**src/rtl/score_event_scheduler_if.sv**
```systemverilog
// Bundle between the main-screen collision detector, the indications display and the scheduler.
// slave = scheduler side, master = the environment that drives collisions and consumes score/life.
interface score_event_scheduler_if;
    logic        startOfFrame;
    logic        start;
    logic        pause;
    logic        reset_level_pulse;
    logic        collisionBallObstacleGood;
    logic        collisionBallObstacleBad;
    logic        collisionBallBumper;
    logic        collisionBallCredit;
    logic        collisionBallBottom;
    logic [15:0] score;
    logic [3:0]  life;
    logic [1:0]  comboLevel;
    logic        scoreEvent;
    logic        gameOver;

    modport slave (
        input  startOfFrame, start, pause, reset_level_pulse,
        input  collisionBallObstacleGood, collisionBallObstacleBad, collisionBallBumper,
        input  collisionBallCredit, collisionBallBottom,
        output score, life, comboLevel, scoreEvent, gameOver
    );

    modport master (
        output startOfFrame, start, pause, reset_level_pulse,
        output collisionBallObstacleGood, collisionBallObstacleBad, collisionBallBumper,
        output collisionBallCredit, collisionBallBottom,
        input  score, life, comboLevel, scoreEvent, gameOver
    );
endinterface

```
**src/rtl/score_event_scheduler.sv**
```systemverilog
// Serializes collision events into one score/life update per clock; owns IDLE/PLAY/OVER phase.
// Latency: edge in cycle n, serviced n+1, visible n+2; pause holds servicing. Combo: SCORE_COMBO_EN.
module score_event_scheduler #(
    parameter int POINTS_GOOD   = 10,
    parameter int POINTS_BAD    = 5,
    parameter int POINTS_BUMPER = 1,
    parameter int INIT_LIFE     = 3,
    parameter int LIFE_MAX      = 9,
    parameter int COMBO_WINDOW  = 60
) (
    input logic                     clk,
    input logic                     resetN,
    score_event_scheduler_if.slave  bus
);
    typedef enum logic [1:0] {ST_IDLE, ST_PLAY, ST_OVER} state_t;

    // Pending-bit index doubles as arbitration priority: higher index wins.
    localparam int SRC_BUMPER = 0;
    localparam int SRC_GOOD   = 1;
    localparam int SRC_BAD    = 2;
    localparam int SRC_CREDIT = 3;
    localparam int SRC_BOTTOM = 4;

    state_t      state_q;
    logic [4:0]  coll_now, coll_prev_q, coll_ev;
    logic [4:0]  pend_q, pend_d, grant;
    logic        start_prev_q, start_ev;
    logic [15:0] score_q, add_amt, sat_add, sat_sub;
    logic [16:0] add_sum;
    logic [3:0]  life_q;
    logic [1:0]  combo_q;
    logic        event_q, over_q;

    assign coll_now = {bus.collisionBallBottom, bus.collisionBallCredit, bus.collisionBallObstacleBad,
                       bus.collisionBallObstacleGood, bus.collisionBallBumper};
    assign coll_ev  = coll_now & ~coll_prev_q;
    assign start_ev = bus.start & ~start_prev_q;

    // A level restart also suppresses servicing, so a pending event is dropped rather than applied.
    always_comb begin
        grant = '0;
        if (state_q == ST_PLAY && !bus.pause && !bus.reset_level_pulse) begin
            if      (pend_q[SRC_BOTTOM]) grant[SRC_BOTTOM] = 1'b1;
            else if (pend_q[SRC_CREDIT]) grant[SRC_CREDIT] = 1'b1;
            else if (pend_q[SRC_BAD])    grant[SRC_BAD]    = 1'b1;
            else if (pend_q[SRC_GOOD])   grant[SRC_GOOD]   = 1'b1;
            else if (pend_q[SRC_BUMPER]) grant[SRC_BUMPER] = 1'b1;
        end
    end

    always_comb begin
        pend_d = '0;
        if (state_q == ST_PLAY && !bus.reset_level_pulse)
            pend_d = (pend_q & ~grant) | coll_ev;
    end

    always_comb begin
        add_amt = 16'(POINTS_BUMPER);
        if (grant[SRC_GOOD])
            add_amt = 16'(POINTS_GOOD) << combo_q;
        add_sum = {1'b0, score_q} + {1'b0, add_amt};
        sat_add = add_sum[16] ? 16'hFFFF : add_sum[15:0];
        sat_sub = (score_q >= 16'(POINTS_BAD)) ? (score_q - 16'(POINTS_BAD)) : 16'd0;
    end

    always_ff @(posedge clk or negedge resetN) begin
        if (!resetN) begin
            state_q      <= ST_IDLE;
            coll_prev_q  <= '0;
            start_prev_q <= 1'b0;
            pend_q       <= '0;
            score_q      <= '0;
            life_q       <= '0;
            event_q      <= 1'b0;
            over_q       <= 1'b0;
        end else begin
            coll_prev_q  <= coll_now;
            start_prev_q <= bus.start;
            pend_q       <= pend_d;
            event_q      <= |grant;
            case (state_q)
                ST_IDLE, ST_OVER: begin
                    if (start_ev) begin
                        state_q <= ST_PLAY;
                        score_q <= '0;
                        life_q  <= 4'(INIT_LIFE);
                        over_q  <= 1'b0;
                    end
                end
                ST_PLAY: begin
                    if (grant[SRC_GOOD] || grant[SRC_BUMPER]) score_q <= sat_add;
                    if (grant[SRC_BAD])                       score_q <= sat_sub;
                    if (grant[SRC_CREDIT])
                        life_q <= (life_q >= 4'(LIFE_MAX)) ? 4'(LIFE_MAX) : life_q + 4'd1;
                    if (grant[SRC_BOTTOM]) begin
                        life_q <= (life_q == 4'd0) ? 4'd0 : life_q - 4'd1;
                        if (life_q <= 4'd1) begin
                            state_q <= ST_OVER;
                            over_q  <= 1'b1;
                        end
                    end
                end
                default: state_q <= ST_IDLE;
            endcase
        end
    end

`ifdef SCORE_COMBO_EN
    localparam int TW = $clog2(COMBO_WINDOW + 1);
    logic [TW-1:0] timer_q;
    logic          timer_sat, combo_clr;

    assign timer_sat = (timer_q == TW'(COMBO_WINDOW));
    assign combo_clr = bus.reset_level_pulse || (start_ev && state_q != ST_PLAY);

    // A Good hit scores with the old level, then climbs only if it landed inside the window.
    always_ff @(posedge clk or negedge resetN) begin
        if (!resetN) begin
            timer_q <= '0;
            combo_q <= '0;
        end else if (combo_clr) begin
            timer_q <= '0;
            combo_q <= '0;
        end else begin
            if (grant[SRC_GOOD])
                timer_q <= '0;
            else if (bus.startOfFrame && !timer_sat)
                timer_q <= timer_q + TW'(1);

            if (grant[SRC_BAD] || grant[SRC_BOTTOM] || timer_sat)
                combo_q <= '0;
            else if (grant[SRC_GOOD] && combo_q != 2'd2)
                combo_q <= combo_q + 2'd1;
        end
    end
`else
    logic unused_cfg;
    assign combo_q    = 2'd0;
    assign unused_cfg = bus.startOfFrame ^ (COMBO_WINDOW == 0);
`endif

    assign bus.score      = score_q;
    assign bus.life       = life_q;
    assign bus.comboLevel = combo_q;
    assign bus.scoreEvent = event_q;
    assign bus.gameOver   = over_q;
endmodule

```
**src/flat_wrapper.sv**
```systemverilog
// flat-port wrapper written by rule: the top's interface ports become plain ports
module score_event_scheduler_flat 
#(
    parameter int POINTS_GOOD   = 10,
    parameter int POINTS_BAD    = 5,
    parameter int POINTS_BUMPER = 1,
    parameter int INIT_LIFE     = 3,
    parameter int LIFE_MAX      = 9,
    parameter int COMBO_WINDOW  = 60
)
  (clk, resetN, bus_startOfFrame, bus_start, bus_pause, bus_reset_level_pulse, bus_collisionBallObstacleGood, bus_collisionBallObstacleBad, bus_collisionBallBumper, bus_collisionBallCredit, bus_collisionBallBottom, bus_score, bus_life, bus_comboLevel, bus_scoreEvent, bus_gameOver);
  score_event_scheduler_if bus_i ();
  input logic clk;
  input logic resetN;
  input wire logic [$bits(bus_i.startOfFrame)-1:0] bus_startOfFrame;
  input wire logic [$bits(bus_i.start)-1:0] bus_start;
  input wire logic [$bits(bus_i.pause)-1:0] bus_pause;
  input wire logic [$bits(bus_i.reset_level_pulse)-1:0] bus_reset_level_pulse;
  input wire logic [$bits(bus_i.collisionBallObstacleGood)-1:0] bus_collisionBallObstacleGood;
  input wire logic [$bits(bus_i.collisionBallObstacleBad)-1:0] bus_collisionBallObstacleBad;
  input wire logic [$bits(bus_i.collisionBallBumper)-1:0] bus_collisionBallBumper;
  input wire logic [$bits(bus_i.collisionBallCredit)-1:0] bus_collisionBallCredit;
  input wire logic [$bits(bus_i.collisionBallBottom)-1:0] bus_collisionBallBottom;
  output wire logic [$bits(bus_i.score)-1:0] bus_score;
  output wire logic [$bits(bus_i.life)-1:0] bus_life;
  output wire logic [$bits(bus_i.comboLevel)-1:0] bus_comboLevel;
  output wire logic [$bits(bus_i.scoreEvent)-1:0] bus_scoreEvent;
  output wire logic [$bits(bus_i.gameOver)-1:0] bus_gameOver;
  assign bus_i.startOfFrame = bus_startOfFrame;
  assign bus_i.start = bus_start;
  assign bus_i.pause = bus_pause;
  assign bus_i.reset_level_pulse = bus_reset_level_pulse;
  assign bus_i.collisionBallObstacleGood = bus_collisionBallObstacleGood;
  assign bus_i.collisionBallObstacleBad = bus_collisionBallObstacleBad;
  assign bus_i.collisionBallBumper = bus_collisionBallBumper;
  assign bus_i.collisionBallCredit = bus_collisionBallCredit;
  assign bus_i.collisionBallBottom = bus_collisionBallBottom;
  assign bus_score = bus_i.score;
  assign bus_life = bus_i.life;
  assign bus_comboLevel = bus_i.comboLevel;
  assign bus_scoreEvent = bus_i.scoreEvent;
  assign bus_gameOver = bus_i.gameOver;
  score_event_scheduler #(.POINTS_GOOD(POINTS_GOOD), .POINTS_BAD(POINTS_BAD), .POINTS_BUMPER(POINTS_BUMPER), .INIT_LIFE(INIT_LIFE), .LIFE_MAX(LIFE_MAX), .COMBO_WINDOW(COMBO_WINDOW)) u_core (.clk(clk), .resetN(resetN), .bus(bus_i));
endmodule
```
**config.mk**
```make
export PLATFORM = sky130hd
export DESIGN_NAME = score_event_scheduler_flat
export DESIGN_NICKNAME = d
export VERILOG_FILES = /design/src/rtl/score_event_scheduler_if.sv /design/src/rtl/score_event_scheduler.sv /design/src/flat_wrapper.sv
export SDC_FILE = /design/constraint.sdc
export NUM_CORES = 1
export LEC_CHECK = 0
export CORE_MARGIN = 5
export CORE_UTILIZATION = 34
export CTS_CLUSTER_DIAMETER = 150
export DETAILED_ROUTE_END_ITERATION = 7
export DONT_BUFFER_PORTS = 1
export PLACE_DENSITY = 0.49
export SLEW_MARGIN = 40
export SYNTH_ARGS = -nofsm -noshare
export SYNTH_HDL_FRONTEND = slang
export SYNTH_SLANG_ARGS = --single-unit
```
**constraint.sdc**
```tcl
create_clock -name clk -period 6.7 [get_ports clk]
set_input_delay 0.67 -clock clk [delete_from_list [all_inputs] [get_ports clk]]
set_output_delay 0.67 -clock clk [all_outputs]
set_load 0.05 [all_outputs]
```
==> flow_summary_export.csv <==
group,metric,value,unit
run_status,status,"complete, no violations",
setup_path,reg2reg_from,"u_core.state_q[1]$_DFFE_PN0P_",
global_route,grt_use_total,15.4,%
sta,fin_crit,3760,ps
global_route,grt_first_pass_wirelength,12200,um
detailed_routing,drcViolationCount,0,
yosys,ys_seq_area_share,33.1,%
clock_network,hold_buffers,0,
cells_and_area,diodes,0,
worst_hold_path,hold_class,"primary input to asynchronous set/reset pin",
pwr,power_density,424,nW/um2
setup_path,cp_max_fo,15,
detailed_routing,wl_met1,3440,um
floorplanning,die_area,9650,um2
floorplanning,coreArea,7650,um2
cells_and_area,nFillCells,804,
sta,finalCritPeriodShare,56.1,%
yosys,synth_simple_gate_area_share,22.1,%
placement,dp_hpwl,5070,um
floorplanning,die_y,98.2,um
detailed_routing,vias_per_cell,5.91,
cells_and_area,final_cell_mix,"35 x dfrtp_1, 25 x nand2_1, 16 x a21oi_1",
sta,rsz0062_at_grt,"false",
yosys,ys_seq_elements,35,
pwr,combPwrFrac,43.3,%
clock_network,clock-sinks,35,
clock_network,path_clk_slew,80,ps
cells_and_area,drive_gt1_share,10.3,%
setup_path,crit_type,"primary input to register",
sta,whs,60.6,ps
run,drv_cap,0,
pwr,power.share.clock,17.5,%
detailed_routing,drt_iter0_drc,162,
sta,setup_tns,0,ps
clock_network,clockRootBuffer,"clkbuf_8",
setup_path,cp-start-kind,"primary input",
yosys,synth_compound_area_share,29.6,%
setup_path,cp.arrival,3940,ps
clock_network,postCtsResizedCells,0,
cells_and_area,nets,309,
pwr,total_leakage_power,1.14,nW
detailed_routing,wl,7240,um
detailed_routing,dr.max_layer_used,"met4",
pwr,ir_drop,112,uV
sta,drv_slew,0,
clock_network,ctsLongestPathBuffers,2,
yosys,synth_top_family_by_area,"compound AO/OA/AOI/OAI gates",
cells_and_area,final_common_cell,"dfrtp_1",
pwr,power.switching,0.607,mW
yosys,synth.mux.area_fraction,1.23,%
yosys,synthArstFlopShare,100,%
floorplanning,rows,32,
setup_path,r2r-end,"u_core.bus.score[14]$_DFFE_PN0P_",
yosys,syn_inst,308,
setup_path,cp.required,6880,ps
clock_network,cts_buffers,5,
clock_network,cts_setup_buffers,0,
detailed_routing,avgRoutedWirePerCell,18.5,um
clock_network,cts_max_level,2,
detailed_routing,dr.pass1.iters,4,
floorplanning,io_pins,35,
setup_path,rrSetupSlack,2940,ps
pwr,p_int,0.566,mW
sta,relSlewSlack,44.2,%
sta,fin_skew,5.53,ps
sta,timing_worst_slew_pin_value,837,ps
placement,port_buffers,0,
global_route,overflow,0,
sta,setup_violations,0,
placement,gp_congestion,0.816,
setup_path,crit_start,"bus_reset_level_pulse",
yosys,yosys.area_share.adder,4.54,%
yosys,synth_xor_area_share,1.65,%
yosys,yosysWarnings,0,
yosys,ys_types,68,
sta,fmax,266,MHz
detailed_routing,drtAntennaViolNets,0,
detailed_routing,wl_met2,3340,um
cells_and_area,area_growth_syn_to_layout,4.73,%
global_route,grt_max_degree,36,
setup_path,critPathCapture,"u_core.bus.score[14]$_DFFE_PN0P_",
setup_path,reg2regPathDepth,13,
detailed_routing,wl_met3,384,um
pwr,swShare,51.7,%
clock_network,clock_latency,290,ps
clock_network,cts_tree,"yes",
pwr,seqPwrFrac,39.2,%
yosys,synth_edf_count,0,
global_route,first_global_vias,2222,
yosys,avgSynthCellArea,8.59,um2
sta,hold_violations,0,
detailed_routing,vias,2317,
floorplanning,dieWidth,98.2,um
yosys,syn_area,2650,um2
setup_path,crit_path_end_kind,"register",
floorplanning,initial_core_util,34.6,%
yosys,synth-main-ff-cell,"dfrtp_1",
global_route,antenna_found_initial,0,
-- final cells by class --
class / instances / area (um2) / area share [%]
clock buffer: 5 / 68.8 / 2.48
multi-input combinational: 230 / 1570 / 56.7
tap: 102 / 128 / 4.60
clock inverter: 3 / 47.5 / 1.72
timing repair buffer: 4 / 30.0 / 1.08
sequential: 35 / 876 / 31.6
inverter: 13 / 48.8 / 1.76
-- logic make-up after synthesis --
family | after synthesis
fa+ha+maj | 9
xor+xnor | 5
compound gates | 108
other cells | 1
flops | 35
simple gates | 103
buf+inv | 44
mux | 3
-- how the worst min path moves through the flow --
stage          startpoint                              end  cells past startpoint
3_3_place_gp       resetN  u_core.coll_prev_q[0]$_DFF_PN0_                      0
2_1_floorplan      resetN  u_core.bus.gameOver$_DFFE_PN0P_                      0
5_1_grt            resetN  u_core.coll_prev_q[4]$_DFF_PN0_                      0
4_1_cts            resetN  u_core.coll_prev_q[3]$_DFF_PN0_                      0
6_report           resetN  u_core.coll_prev_q[3]$_DFF_PN0_                      0
3_5_place_dp       resetN  u_core.coll_prev_q[3]$_DFF_PN0_                      0
-- state kept, by name, indices dropped and copies added (netlist names) --
name / count
u_core.coll_prev_q: 5
u_core.start_prev_q: 1
u_core.pend_q: 5
u_core.bus.gameOver: 1
u_core.bus.scoreEvent: 1
u_core.bus.score: 16
u_core.state_q: 2
u_core.bus.life: 4
-- critical path: stages --
cell     delay (ps)
nor4b_2         240
buf_4           230
nand2_1         130
nor2_1          110
nand2_1          90
ha_1            220
fa_1            460
a31o_2          320
and4_2          310
a31oi_1         430
buf_4           270
o21ai_0         100
a221o_1         350
-- Yosys cell counts (all sizes together) (5+ instances only) --
| master | instances | area share, % |
|---|---|---|
| ha | 8 | 3.8 |
| nand2 | 25 | 3.5 |
| nor4 | 8 | 2.5 |
| a31oi | 8 | 1.9 |
| nor3 | 6 | 1.1 |
| o31ai | 6 | 1.7 |
| nor2 | 14 | 2.0 |
| dfrtp | 35 | 33 |
| o2111ai | 5 | 1.7 |
| o21a | 6 | 1.7 |
| nand3 | 7 | 1.3 |
| clkbuf | 19 | 2.7 |
| buf | 12 | 3.0 |
| o21ai | 16 | 3.0 |
| a21oi | 16 | 3.0 |
| nand2b | 7 | 1.7 |
| nand4 | 9 | 2.1 |
| a221o | 5 | 1.9 |
| inv | 13 | 1.8 |
-- layer usage --
metal,track usage (%),vias to the layer above
met5,0,-
met4,3.15,0
met3,3.21,5
met2,24.1,55
met1,21.9,1117
li1,-,1140
-- stage by stage --
step / setup slack (ps) / power (mW) / instances / area, um2 / utilization [%]
after floorplan: 3080 / 0.857 / 309 / 2650 / -
after global placement: 2700 / 0.964 / 384 / 2660 / 34.7
final: 2940 / 1.17 / 392 / 2770 / 36.2
after global routing: 2640 / 1.26 / 392 / 2770 / 36.2
after CTS: 2950 / 1.18 / 392 / 2770 / 36.2
after detailed placement: 2660 / 0.966 / 384 / 2660 / 34.7
-- power groups by stage --
stage	clock network (mW)	registers, mW	logic [mW]
floorplan	0	0.412	0.445
global placement	0	0.466	0.498
detailed placement	0	0.466	0.500
CTS	0.213	0.462	0.504
global route	0.220	0.475	0.567
finish	0.206	0.460	0.508
Power figures use the tool's default switching activity.
